File: src/rtl/scrambler_data_sel.sv
// Byte scrambler: XORs plaintext with an LFSR-derived key chosen by bits_stream[9:8],
// framed by a small register-controlled IDLE/RUN/DONE state machine.
module scrambler_data_sel #(
  parameter logic [11:0] CTRL_ADDR = 12'h06d,
  parameter logic [11:0] LEN_ADDR  = 12'h06e
) (
  input  logic        clk,
  input  logic        rst,
  input  logic        write,
  input  logic [11:0] addr,
  input  logic [31:0] wdata,
  input  logic [9:0]  bits_stream,
  output logic        lfsr_enable,
  input  logic [7:0]  din,
  input  logic        din_valid,
  output logic        din_ready,
  output logic [7:0]  dout,
  output logic        dout_valid,
  input  logic        dout_ready,
  output logic [15:0] byte_cnt,
  output logic        frame_done
);

  localparam int unsigned CNT_W = 16;

  typedef enum logic [1:0] {IDLE, RUN, DONE} state_t;

  state_t             state, state_nxt;
  logic [1:0]         ctrl;
  logic [CNT_W-1:0]   frame_len;
  logic               ctrl_wr, len_wr, lfsr_wr;
  logic               accept, last_byte, bypass;
  logic               cnt_clr, done_pulse;
  logic [7:0]         key;
  logic [7:0]         raw;

  assign ctrl_wr   = write & (addr == CTRL_ADDR);
  assign len_wr    = write & (addr == LEN_ADDR);
  assign lfsr_wr   = write & ((addr == 12'h06a) | (addr == 12'h06b) | (addr == 12'h06c));
  assign bypass    = ctrl[1];

  assign din_ready   = ~rst & (state == RUN) & (~dout_valid | dout_ready);
  assign accept      = din_valid & din_ready;
  assign lfsr_enable = accept & ~bypass & ~lfsr_wr;
  assign last_byte   = (frame_len != '0) & ((byte_cnt + CNT_W'(1)) == frame_len);
  assign raw         = bits_stream[7:0];

  // Key mode select; bypass zeroes the key so data passes through unchanged
  always_comb begin
    key = raw;
    case (bits_stream[9:8])
      2'b00:   key = raw;
      2'b01:   for (int i = 0; i < 8; i++) key[i] = raw[7-i];
      2'b10:   key = ~raw;
      default: key = {raw[6:0], raw[7]};
    endcase
    if (bypass) key = 8'h00;
  end

  // Accept-driven transition resolves first, then a coincident ctrl write overrides it
  always_comb begin
    state_nxt  = state;
    cnt_clr    = 1'b0;
    done_pulse = 1'b0;
    if (accept && last_byte) begin
      state_nxt  = DONE;
      done_pulse = 1'b1;
    end
    if (ctrl_wr) begin
      if (!wdata[0]) begin
        state_nxt = IDLE;
      end else if (state_nxt != RUN) begin
        state_nxt = RUN;
        cnt_clr   = 1'b1;
      end
    end
  end

  always_ff @(posedge clk) begin
    if (rst) state <= IDLE;
    else     state <= state_nxt;
  end

  always_ff @(posedge clk) begin
    if (rst) begin
      ctrl       <= 2'b00;
      frame_len  <= '0;
      dout       <= 8'h00;
      dout_valid <= 1'b0;
      byte_cnt   <= '0;
      frame_done <= 1'b0;
    end else begin
      if (ctrl_wr) ctrl      <= wdata[1:0];
      if (len_wr)  frame_len <= wdata[CNT_W-1:0];
      frame_done <= done_pulse;
      if (cnt_clr)     byte_cnt <= '0;
      else if (accept) byte_cnt <= byte_cnt + CNT_W'(1);
      // Single-entry output stage: a pending byte drains regardless of state
      if (accept) begin
        dout       <= din ^ key;
        dout_valid <= 1'b1;
      end else if (dout_ready) begin
        dout_valid <= 1'b0;
      end
    end
  end

endmodule
File: config.mk
export PLATFORM = sky130hd
export DESIGN_NAME = scrambler_data_sel
export DESIGN_NICKNAME = d
export VERILOG_FILES = /design/src/rtl/scrambler_data_sel.sv
export SDC_FILE = /design/constraint.sdc
export NUM_CORES = 1
export LEC_CHECK = 0
export ABC_CLOCK_PERIOD_IN_PS = 8100
export CORE_MARGIN = 2
export CORE_UTILIZATION = 45
export CTS_BUF_LIST = sky130_fd_sc_hd__clkbuf_8 sky130_fd_sc_hd__clkbuf_16
export DETAILED_ROUTE_END_ITERATION = 6
export GPL_ROUTABILITY_DRIVEN = 0
export PLACE_DENSITY = 0.84
export SLEW_MARGIN = 20
export SYNTH_ARGS = -nofsm -noshare
export SYNTH_HDL_FRONTEND = slang
export SYNTH_SLANG_ARGS = --single-unit
File: constraint.sdc
create_clock -name clk -period 8.1 [get_ports clk]
set_clock_uncertainty 0.05 [all_clocks]
set_input_delay 2.43 -clock clk [delete_from_list [all_inputs] [get_ports clk]]
set_output_delay 2.43 -clock clk [all_outputs]
set_load 0.01 [all_outputs]
### After elaboration in Yosys (flattened, before gate mapping)

Cells that the tools add are included.

| operators by class | value |
|---|---|
| add/sub/neg operators | 1 |
| equality and inequality tests | 10 |
| mux-type cells | 12 |
| bitwise gates (word level) | 18 |
| reduce and logical (&&, ||, !) cells | 5 |

Operators by type and width:

| cell | count |
|---|---|
| $eq A12 B7 Y1 const B | 5 |
| $pmux W8 S3 | 1 |
| $add A16 B1 Y16 const B | 1 |
| $eq A16 B16 Y1 | 1 |
| $reduce_bool A16 Y1 | 1 |
| $and A1 B1 Y1 | 9 |
| $mux W2 | 4 |
| $mux W8 | 1 |
| $not A8 Y8 | 1 |
| $xor A8 B8 Y8 | 1 |
| $mux W1 | 6 |
| $eq A2 B1 Y1 const B | 2 |
| $not A1 Y1 | 4 |
| $or A1 B1 Y1 | 3 |
| $eq A2 B2 Y1 const B | 1 |
| $logic_not A2 Y1 | 1 |
| $ne A2 B1 Y1 const B | 1 |
| $reduce_bool A2 Y1 | 1 |
| $reduce_or A2 Y1 | 1 |
| $logic_and A1 B1 Y1 | 1 |

| word-level totals | value |
|---|---|
| flip-flop bits (word level) | 46 |
| input bits | 67 |
| output and inout bits | 28 |

### Logic depth before layout (Yosys ltp)

Gate-level depths: netlist of run 1.

| depth | value |
|---|---|
| depth after elaboration | 11 |
| depth in mapped cells | 10 |

### Worst setup path after synthesis of run 1

OpenSTA, ideal clock, no wires.

| timing | value |
|---|---|
| kind | input port to output port |
| from | in rst |
| to | out lfsr_enable |
| arrival time | 3.320 ns |
| required time | 5.620 ns |
| slack | 2.300 ns |
| stages | 3 |
| cell sequence | nor3b_4 > nand3_1 > a211oi_1 |

| between the ends | value |
|---|---|
| word-level cells in the longest chain between the ends | 6 |

Ends and longest elaborated chain:

| element | RTL line | source |
|---|---|---|
| start, declared | 8 | `input logic rst,` |
| $not A1 Y1 | 42 | `assign din_ready = ~rst & (state == RUN) & (~dout_valid \| dout_ready);` |
| $and A1 B1 Y1 (2 in series) | 42 |  |
| $and A1 B1 Y1 | 43 | `assign accept = din_valid & din_ready;` |
| $and A1 B1 Y1 (2 in series) | 44 | `assign lfsr_enable = accept & ~bypass & ~lfsr_wr;` |
| end, declared | 13 | `output logic lfsr_enable,` |

Every way passes these cells.

### Worst setup path after layout of run 1

Same ends and word-level chain as after synthesis.

==> flow_metrics.py, run 1 <==
metrics = {
    "clocking": {
        "post_cts_buffers": 0,
        "cts_made_buffers": 5,
        "clk_latency_ps": 300,
        "cts_root_buf": "clkbuf_8",
        "cts.repair.resized": 0,
        "cts_max_level": 2,
        "cts_tree": "built",
        "cts_sinks": 45,
        "cts_hold_buffers": 0,
        "path_clk_slew_ps": 80,
        "clockBufferDepth": 2,
    },
    "worst_setup_path": {
        "reg2reg_depth": 7,
        "r2r_start": "state[1]",
        "worst-path-max-fanout": 9,
        "cp_common_cell": "clkdlybuf4s50_1",
        "worstSetupPathType": "in -> out",
        "cpPeakStageDelay_ps": 580,
        "required_ps": 5620,
        "cp-start-kind": "input pin",
        "worstPathArrival_ps": 4480,
        "r2r_setup_slack_ps": 4890,
        "end_kind": "primary output",
        "r2r_end": "byte_cnt[15]",
        "path_cells": "clkdlybuf4s50_1 > nor3b_4 > nand3_1 > a211oi_1 > clkdlybuf4s50_1",
        "critPathSlowestCell": "clkdlybuf4s50_1",
    },
    "drt": {
        "viasPerCell": 5.45,
        "routed_wl_mm": 6.58,
        "drt-pass1-iter-count": 4,
        "ant_nets": 0,
        "first_iter_violations": 184,
        "vias": 2476,
        "drt-wirelength-per-cell_um": 14.5,
        "route.detailed.drc": 0,
    },
    "global_routing": {
        "grt_max_degree": 30,
        "first_global_vias": 2301,
        "met3_usage": 0.0446,
        "met1_usage": 0.234,
        "grt_antenna_before_repair": 0,
        "grt_pass1_wl_mm": 10.5,
        "met2_usage": 0.360,
        "top_usage_layer": "met2",
        "track_usage": 0.200,
        "grt_overflow": 0,
    },
    "final_layout": {
        "nNetsFinal": 446,
        "final_area_um2": 3660,
        "syn2layout_area_growth_pct": 32.4,
        "most-common-layout-cells": "clkdlybuf4s50_1 (78), nor2_1 (47), dfxtp_1 (45), xnor2_1 (29), mux2i_1 (27)",
        "num_antenna_cells": 0,
        "fillers": 519,
        "final_common_cell": "clkdlybuf4s50_1",
        "layout-drive-gt1-share": 0.0792,
    },
    "floorplanning": {
        "die-area_um2": 6780,
        "start_util": 0.466,
        "die_y_um": 82.3,
        "fp-row-count": 28,
        "core-area_um2": 5920,
        "ios": 95,
        "fp.dieW_um": 82.3,
    },
    "synth": {
        "seq_area_frac_synth": 0.326,
        "synth_area_um2": 2760,
        "synth_simple_gate_area_frac": 0.225,
        "synth_fa_ha_area_frac": 0.00453,
        "avgSynthCellArea_um2": 8.82,
        "synth_edf_count": 0,
        "syn_inst": 313,
        "synth_compound_area_frac": 0.144,
        "syn_nets": 381,
        "synthXorXnorAreaFrac": 0.155,
        "postSynth.asyncResetShare": 0,
        "ys.flop_type": "dfxtp_1",
        "synth_mux_area_frac": 0.102,
        "synth_top_family_by_area": "simple AND/OR/NAND/NOR gates",
        "ys_seq_elements": 45,
        "synth_warnings": 0,
        "yosysUniqueCellTypes": 46,
    },
    "sta": {
        "setup_viol": 0,
        "period_minus_slack_ps": 6960,
        "layout_setup_ws_ps": 1140,
        "max_freq_ghz": 0.144,
        "worst_pin_slew_ps": 1060,
        "final_hold_viol_count": 0,
        "report.final.slew_viol_count": 0,
        "max-slew-margin-rel": 0.293,
        "rsz0062_at_grt": "false",
        "fin_crit_sh": 0.860,
        "setup_tns_ps": 0,
    },
    "run": {
        "drv_cap": 0,
    },
    "power": {
        "ir_worst_vdd_v": 0.0000982,
        "p_leak_nw": 1.22,
        "p_total_uw": 445,
        "power_density_nw_per_um2": 122,
    },
    "min_path": {
        "min_to": "dout[7]",
        "min_from": "dout[7]",
        "worstHoldPathType": "reg -> reg",
        "holdPathStages": 2,
    },
    "place": {
        "place_ws_ps": 1160,
        "hpwl_mm": 5.00,
        "numPortBuffers": 78,
        "dpl_cell_area_um2": 3540,
    },
    "outcome": {
        "status": "finished clean",
    },
}
## area by class of cell
class	instances	area [µm²]	share of cell area
inverters	1	3.75	0.00103
repair buffers	80	796	0.218
well taps	75	93.8	0.0257
clock inverters	2	33.8	0.00924
multi-input cells	245	1750	0.477
clock buffers	6	82.6	0.0226
flip-flops and latches	45	901	0.246
## power by group
part	internal (mW)	switching [mW]	total, mW
logic	0.0322	0.0186	0.0508
clock network	0.0993	0.0740	0.173
registers	0.221	0.0000128	0.221
total	0.352	0.0926	0.445
## flip-flops by register name, indices dropped and copies added, names as in the netlist
name and count:
byte_cnt 16, ctrl 1, dout 8, dout_valid 1
frame_done 1, frame_len 16, state 2
## per-stage QoR
step,std cells,hold slack (ps),utilization
2_1_floorplan,313,444,-
5_1_grt,454,494,0.617
3_5_place_dp,446,441,0.598
3_3_place_gp,446,437,0.598
6_report,454,449,0.617
4_1_cts,454,453,0.617
## cells in the mapped netlist (2+ instances only)
cell type	count	area [µm²]
nor4_1	4	25.0
a21oi_2	11	96.3
nand2_1	14	52.6
nand4_4	2	42.5
xor2_1	20	175
a21oi_1	14	70.1
mux2i_1	27	270
nor3b_1	3	22.5
and2_1	3	18.8
clkbuf_1	9	33.8
and4b_1	3	30.0
dfxtp_1	45	901
and4_1	4	35.0
a211oi_1	18	135
buf_4	3	22.5
nand3_1	7	35.0
nand4_1	5	31.3
nand4b_1	2	17.5
o21ai_0	2	10.0
a221oi_1	2	17.5
buf_6	2	22.5
buf_2	6	30.0
nor2_1	47	176
nor3_1	7	35.0
buf_1	2	7.51
and3_1	2	12.5
xnor2_1	29	254
or3_1	2	12.5
## layer usage
metal,wire length (µm),up-vias
li1,-,1242
met1,2790,1133
met2,3230,95
met3,512,6
met4,47,0
met5,0,-
## worst max path at each step
stage / startpoint / end / slack, ps / cells past startpoint
finish: rst / lfsr_enable / 1140 / 5
global route: rst / lfsr_enable / 960 / 5
CTS: rst / lfsr_enable / 1130 / 5
global placement: rst / lfsr_enable / 1180 / 5
detailed placement: rst / lfsr_enable / 1160 / 5
floorplan: rst / lfsr_enable / 2300 / 3
## kinds of logic (layout without fill, tap and decap cells)
| group | after synthesis | after routing |
|---|---|---|
| xor+xnor | 49 | 49 |
| buf+inv | 23 | 89 |
| compound gates | 54 | 54 |
| fa+ha+maj | 1 | 1 |
| mux | 28 | 28 |
| flops | 45 | 45 |
| simple gates | 113 | 113 |
## critical path, delay by kind of cell
family / cells / cell delay [ps]
buffers and inverters: 2 / 1030
AND/OR/NAND/NOR: 2 / 680
AO/OA/AOI/OAI: 1 / 340
No activity file was read; power rests on OpenSTA's default activity.
==> run 2, diff against run 1 <==
- REMOVE_ABC_BUFFERS: not set -> 1
==> run 2 against run 1 <==
Net effect:
- power up 0.44%
- register-to-register slack better by 50 ps
- count of clock-buffer cells in the layout is the same
- hold slack better by 3.7 ps
- first-iteration DRC count fell by 15%
- cell area unchanged
- cell count stayed put
- combinational power about the same
- routed wire length is 1.4% lower
- critical path depth unchanged
- fmax decreased by 0.62%
- global-route usage rose by 0.13 points
==> flow_metrics.py, run 2 (synthesized netlist as in run 1, its figures left out) <==
metrics = {
    "outcome": {
        "status": "finished clean",
    },
    "floorplanning": {
        "ios": 95,
        "die_y_um": 82.3,
        "fp-row-count": 28,
        "start_util": 0.466,
        "die-area_um2": 6780,
        "core-area_um2": 5920,
        "fp.dieW_um": 82.3,
    },
    "power": {
        "p_comb_frac": 0.114,
        "p_int_uw": 352,
        "power_density_nw_per_um2": 122,
        "ir_worst_vdd_v": 0.0000665,
        "p_sw_uw": 94.6,
        "power.share.clock": 0.392,
        "p_sw_frac": 0.212,
        "p_total_uw": 447,
        "p_leak_nw": 1.22,
        "p_seq_frac": 0.494,
    },
    "sta": {
        "worst_pin_slew_ps": 1070,
        "max-slew-margin-rel": 0.286,
        "final_hold_viol_count": 0,
        "fin_crit_sh": 0.865,
        "rsz0062_at_grt": "false",
        "setup_viol": 0,
        "max_freq_ghz": 0.143,
        "layout_setup_ws_ps": 1090,
        "period_minus_slack_ps": 7010,
        "report.final.slew_viol_count": 0,
        "setup_tns_ps": 0,
    },
    "global_routing": {
        "grt_overflow": 0,
        "grt_pass1_wl_mm": 10.5,
        "first_global_vias": 2279,
        "grt_antenna_before_repair": 0,
        "track_usage": 0.201,
        "grt_max_degree": 30,
    },
    "drt": {
        "wl_met2_mm": 3.19,
        "first_iter_violations": 157,
        "routed_wl_mm": 6.49,
        "drt-wirelength-per-cell_um": 14.3,
        "viasPerCell": 5.39,
        "dr.max_layer_used": "met4",
        "route.met3.wl_um": 416,
        "drt-pass1-iter-count": 4,
        "vias": 2449,
        "route.detailed.drc": 0,
        "ant_nets": 0,
        "met1Wirelength_mm": 2.78,
    },
    "worst_setup_path": {
        "end_kind": "primary output",
        "cpPeakStageDelay_ps": 590,
        "worst-path-max-fanout": 9,
        "required_ps": 5620,
        "critPathSlowestCell": "clkdlybuf4s50_1",
        "cp_common_cell": "clkdlybuf4s50_1",
        "worst-path-buf-inv": 2,
        "worstPathArrival_ps": 4530,
        "path_cells": "clkdlybuf4s50_1 > nor3b_4 > nand3_1 > a211oi_1 > clkdlybuf4s50_1",
        "crit_family": "buffers and inverters",
        "cp-start-kind": "input pin",
        "worstSetupPathType": "in -> out",
    },
    "run": {
        "drv_cap": 0,
    },
    "min_path": {
        "worstHoldPathType": "reg -> reg",
    },
    "place": {
        "hpwl_mm": 4.90,
        "place_ws_ps": 1110,
        "numPortBuffers": 78,
    },
    "clocking": {
        "cts_root_buf": "clkbuf_8",
        "clk_latency_ps": 310,
        "cts_tree": "built",
        "cts.repair.resized": 0,
        "clockBufferDepth": 2,
        "cts_max_level": 2,
        "cts_made_buffers": 5,
        "cts_sinks": 45,
        "cts_hold_buffers": 0,
        "post_cts_buffers": 0,
        "path_clk_slew_ps": 80,
    },
    "final_layout": {
        "largest_registers": "byte_cnt x16, frame_len x16, dout x8",
        "num_antenna_cells": 0,
        "post-route-util": 0.617,
        "nNetsFinal": 446,
        "syn2layout_area_growth_pct": 32.4,
        "layout-drive-gt1-share": 0.0792,
        "final_common_cell": "clkdlybuf4s50_1",
        "most-common-layout-cells": "clkdlybuf4s50_1 (78), nor2_1 (47), dfxtp_1 (45), xnor2_1 (29), mux2i_1 (27)",
    },
}
[run 2: power by group through the flow]
| stage | logic (mW) | clock network [mW] | registers [mW] |
|---|---|---|---|
| 3_3_place_gp | 0.0503 | 0 | 0.226 |
| 2_1_floorplan | 0.0177 | 0 | 0.226 |
| 4_1_cts | 0.0513 | 0.177 | 0.221 |
| 5_1_grt | 0.0551 | 0.187 | 0.221 |
| 3_5_place_dp | 0.0512 | 0 | 0.226 |
| 6_report | 0.0510 | 0.175 | 0.221 |
[run 2: per-stage QoR]
step                      std cells  hold WS [ps]  instance area (µm²)
after floorplan                 291           444                 2650
after global placement          446           437                 3540
after detailed placement        446           443                 3540
after CTS                       454           453                 3660
after global routing            454           467                 3660
final                           454           453                 3660
[run 2: area by class of cell]
type	count	area [µm²]
fill	523	2260
multi-input combinational	245	1750
sequential	45	901
timing repair buffer	80	796
tap	75	93.8
clock buffer	6	82.6
clock inverter	2	33.8
inverter	1	3.75
[run 2: worst register-to-register path: stages, from the launching register on]
cell      delay [ps]
dfxtp_1          520
ha_1             480
nand3b_1         140
a221oi_1         290
a21oi_1           80
or3_1            300
nand4b_1         240
o21ai_2          770
a21oi_1          150
[run 2: path summary, 6_finish.rpt]
check,start,end,slack (ps),depth (start not counted)
max,rst,lfsr_enable,1090,5
min,dout[2],dout[2],450,2
max reg2reg,byte_cnt[0],byte_cnt[1],4940,8
min reg2reg,dout[2],dout[2],450,2
[run 2: routing by layer]
metal  track usage  vias up
met5             0        -
met4        0.0717        0
met3        0.0533       11
met2         0.352       72
met1         0.236     1126
li1              -     1240
